===== src/rtl/btn_press_gen.sv =====
// btn_press_gen: turns single-cycle request pulses into timed press waveforms
//   clk        system clock, rising edge
//   rst        asynchronous active-low reset
//   pulse_in   press request, one per cycle high
//   press_out  registered press level (HIGH_CYCLES high, then LOW_CYCLES low gap)
//   press_done one-cycle strobe in the first gap cycle
//   busy       press in progress or requests queued
//   pending    queued requests not yet started (saturating)
//   overflow   sticky, a request was dropped at saturation
module btn_press_gen #(
    parameter int HIGH_CYCLES = 4,
    parameter int LOW_CYCLES  = 2,
    parameter int CNT_W       = 2
) (
    input  logic             clk,
    input  logic             rst,
    input  logic             pulse_in,
    output logic             press_out,
    output logic             press_done,
    output logic             busy,
    output logic [CNT_W-1:0] pending,
    output logic             overflow
);
    localparam int MAXC = HIGH_CYCLES > LOW_CYCLES ? HIGH_CYCLES : LOW_CYCLES;
    localparam int TW   = MAXC > 1 ? $clog2(MAXC) : 1;
    localparam logic [CNT_W-1:0] PMAX = {CNT_W{1'b1}};

    typedef enum logic [1:0] {IDLE, HIGH, GAP} state_t;

    state_t           state, state_n;
    logic [TW-1:0]    timer, timer_n;
    logic [CNT_W-1:0] pending_n;
    logic             overflow_n, start, consume, queue, sat;

    always_comb begin
        state_n = state;
        timer_n = timer == '0 ? timer : timer - 1'b1;
        start   = 1'b0;
        case (state)
            IDLE: start = pulse_in || pending != '0;
            HIGH: if (timer == '0) begin
                state_n = GAP;
                timer_n = TW'(LOW_CYCLES - 1);
            end
            GAP: if (timer == '0) begin
                state_n = IDLE;
                start   = pulse_in || pending != '0;
            end
            default: state_n = IDLE;
        endcase
        if (start) begin
            state_n = HIGH;
            timer_n = TW'(HIGH_CYCLES - 1);
        end
        // queued requests win the start slot; a pulse that does not start a press is queued
        consume    = start && pending != '0;
        queue      = pulse_in && !(start && pending == '0);
        sat        = queue && !consume && pending == PMAX;
        pending_n  = queue && !consume && !sat ? pending + 1'b1 :
                     !queue && consume         ? pending - 1'b1 : pending;
        overflow_n = overflow || sat;
    end

    always_ff @(posedge clk or negedge rst) begin
        if (!rst) begin
            state      <= IDLE;
            timer      <= '0;
            pending    <= '0;
            overflow   <= 1'b0;
            press_out  <= 1'b0;
            press_done <= 1'b0;
        end else begin
            state      <= state_n;
            timer      <= timer_n;
            pending    <= pending_n;
            overflow   <= overflow_n;
            press_out  <= state_n == HIGH;
            press_done <= state == HIGH && timer == '0;
        end
    end

    assign busy = state != IDLE || pending != '0;
endmodule


===== config.mk =====
export PLATFORM = sky130hd
export DESIGN_NAME = btn_press_gen
export DESIGN_NICKNAME = d
export VERILOG_FILES = /design/src/rtl/btn_press_gen.sv
export SDC_FILE = /design/constraint.sdc
export NUM_CORES = 1
export LEC_CHECK = 0
export ABC_CLOCK_PERIOD_IN_PS = 2300
export BUFFER_PORTS_ARGS = -buffer_cell sky130_fd_sc_hd__clkbuf_2
export CORE_MARGIN = 5
export CORE_UTILIZATION = 30
export DETAILED_ROUTE_END_ITERATION = 8
export SLEW_MARGIN = 5
export SYNTH_ARGS = -nofsm -noshare
export SYNTH_HDL_FRONTEND = slang
export SYNTH_SLANG_ARGS = --single-unit

===== constraint.sdc =====
create_clock -name clk -period 2.3 [get_ports clk]
set_clock_uncertainty 0.1 [all_clocks]
set_input_delay 0.23 -clock clk [delete_from_list [all_inputs] [get_ports clk]]
set_output_delay 0.23 -clock clk [all_outputs]
set_load 0.01 [all_outputs]

==> metrics <==
# rows 13; TNS Setup 0 ns; Pleak 0.2332 nW; Slew HR 0.7606; io pins 9; Required @ worst endpoint 1.97 ns; CTS tree yes; fraction of layout cells with a size suffix above 1 0.2549; Sw Ratio 0.3975; Reg2Reg Depth 3; DPL Wire Length 616.7 um; GRT overflow 0; outcome complete, no violations; Critical Path Fanout Max 8; Reg power frac 0.465; Setup-failing EPs final 0; clock transition at the registers of the reported paths 0.07 ns; fin crit period 1.711 ns; CTS Buffer Depth 2; Synth Instances 39; worst r2r dst pending[0]; Int Power 0.4184 mW; routed len/inst 12.86 um; # port buffers 8; Synth Register Bits 9; cts bufs inserted 3; cells along the critical path or4_1 > clkbuf_2; final WL 849 um; full die area 2234 um2; GRT Overall Usage 0.09922; final-layout fill cell count 145; DIE HEIGHT 47.27 um; Fin. Hold Viols 0; Seq/Total Area, Yosys 0.5405; count of cell types in the netlist 23; clock latency on the worst-skew pair 0.26 ns; RSZ-0062 raised after global routing no; CP endpoint kind output port; fmax 584.5 MHz; Pwr Total 0.6944 mW; maximum vdd ir drop 0.4795 mV; CP max-delay cell or4_1; area leader, netlist dfrtp_1; Post-synth ARST share 1.000; Syn Std Cell Area 416.7 um2; post-synth top area share 0.5405; main flop type after synthesis dfrtp_1; post-CTS setup buffers 0; P&R area growth vs syn 21.62%; WS Path Type reg -> out; largest net degree at the start of global routing 10; Clock Power Share 0.178; Post-route DRC 0; max_cap viols 0; CTS H-tree depth 1; start point of the critical path pending[0]; logic gate share of total power 0.357; Final period util 0.7439; initial DRC count 8; initial antenna violation count 0; syn avg cell area 10.68 um2; routed vias 349; number of synthesized flops with an enable pin 0; startpoint types register; fin. max-slew vios 0; Slew @ Worst Pin 0.3567 ns; PD cells 1370 nW/um2; Critical Path AT 1.38 ns; vias per cell 5.288; antenna-violating nets left 0; min-delay worst type in -> async; Syn Nets 42; P_sw 0.2760 mW; reg2reg start timer[0]; synthesis warning total 0; starting density of the core 0.3202; Max stage delay on crit path 0.52 ns; DR pass1 iterations 4; RePlAce Congestion 0.8392; first-pass GRT wire length 1.462 mm; root buffer cell clkbuf_4; Die X 47.27 um; Reg2Reg Setup Slack 0.85 ns; vias in the first global route 317; clk sink count 9; diode count 0; top cells by area, synth dfrtp_1, nor2_1, and3_1; number of nets in the layout 55; Core Box Area 1301 um2
[state kept, by name (all words and copies together) (netlist names)]
signal,flops
press_out,1
overflow,1
timer,2
pending,2
state,2
press_done,1
[power by group through the flow]
stage | logic (mW) | registers (mW) | clock network, mW
after global routing | 0.283 | 0.337 | 0.142
after detailed placement | 0.250 | 0.326 | 0
after global placement | 0.248 | 0.322 | 0
after floorplan | 0.179 | 0.312 | 0
after CTS | 0.252 | 0.322 | 0.129
final | 0.248 | 0.323 | 0.123
[worst max-delay path by stage]
stage	end
floorplan	busy
global placement	busy
detailed placement	busy
CTS	busy
global route	busy
finish	busy
[worst max-delay path: cells and delay by family (launching register included)]
family        cells  cell delay [ns]
simple gates      1             0.52
buf+inv           1             0.14
flops             1             0.47
[layout make-up]
cell class,count,area (um2),area share
sequential,9,225.2,0.4444
multi-input combinational,27,178.9,0.3531
inverter,2,7.507,0.01481
tap,15,18.77,0.03704
clock buffer,4,26.28,0.05185
timing repair buffer,9,50.05,0.09877
[timing repair]
item / CTS / global route
gates resized for setup: 0 / 0
endpoints found under the hold margin: 9 / 0
hold buffers: 1 / 0
[synthesized netlist by cell type (2+ instances only)]
| cell | count |
|---|---|
| dfrtp_1 | 9 |
| nor2_1 | 4 |
| a21oi_1 | 2 |
| and3_1 | 2 |
| inv_1 | 2 |
| nand2_1 | 2 |
| o21ai_1 | 2 |
[kinds of logic after synthesis]
family	count (synthesis)	share of synthesized area
AOI/OAI and AO/OA	12	0.2222
and+or+nand+nor	15	0.2072
DFF	9	0.5406
buffers and inverters	3	0.03003
[metrics by stage]
stage | instances | hold WS (ns) | cell area (um2) | setup WS (ns) | util
3_5_place_dp | 61 | 0.007988 | 470.5 | 0.8480 | 0.3615
5_1_grt | 66 | 0.2880 | 506.7 | 0.5055 | 0.3894
3_3_place_gp | 61 | 0.003499 | 470.5 | 0.8729 | 0.3615
2_1_floorplan | 39 | -0.1656 | 416.7 | 0.9262 | -
6_report | 66 | 0.2565 | 506.7 | 0.5891 | 0.3894
4_1_cts | 66 | 0.2577 | 506.7 | 0.5669 | 0.3894
[layer usage]
layer  GRT usage  routed length, um  up-vias
met3     0.06130                 55        2
met4     0.06630                  9        0
met2      0.1283                358        9
li1            -                  -      173
met5           0                  0        -
met1      0.1198                426      165
[layout by cell type (no fill, tap or decap)]
cell           count
a2111oi_1          1
nand2_1            2
a21oi_1            2
o22a_1             1
o22ai_1            1
clkbuf_2           8
nand3_1            1
and3_1             2
a211o_1            1
and2_1             1
or2_1              1
dfrtp_1            9
nor3_2             1
nor2_1             4
clkbuf_4           3
or4_1              1
a31o_1             1
dlygate4sd3_1      1
clkbuf_1           1
nand2b_1           1
o211ai_2           1
o21ai_1            2
inv_1              2
nor4bb_1           1
o31ai_1            1
o211a_1            1
Note: power is estimated with default switching activity, not from simulation.
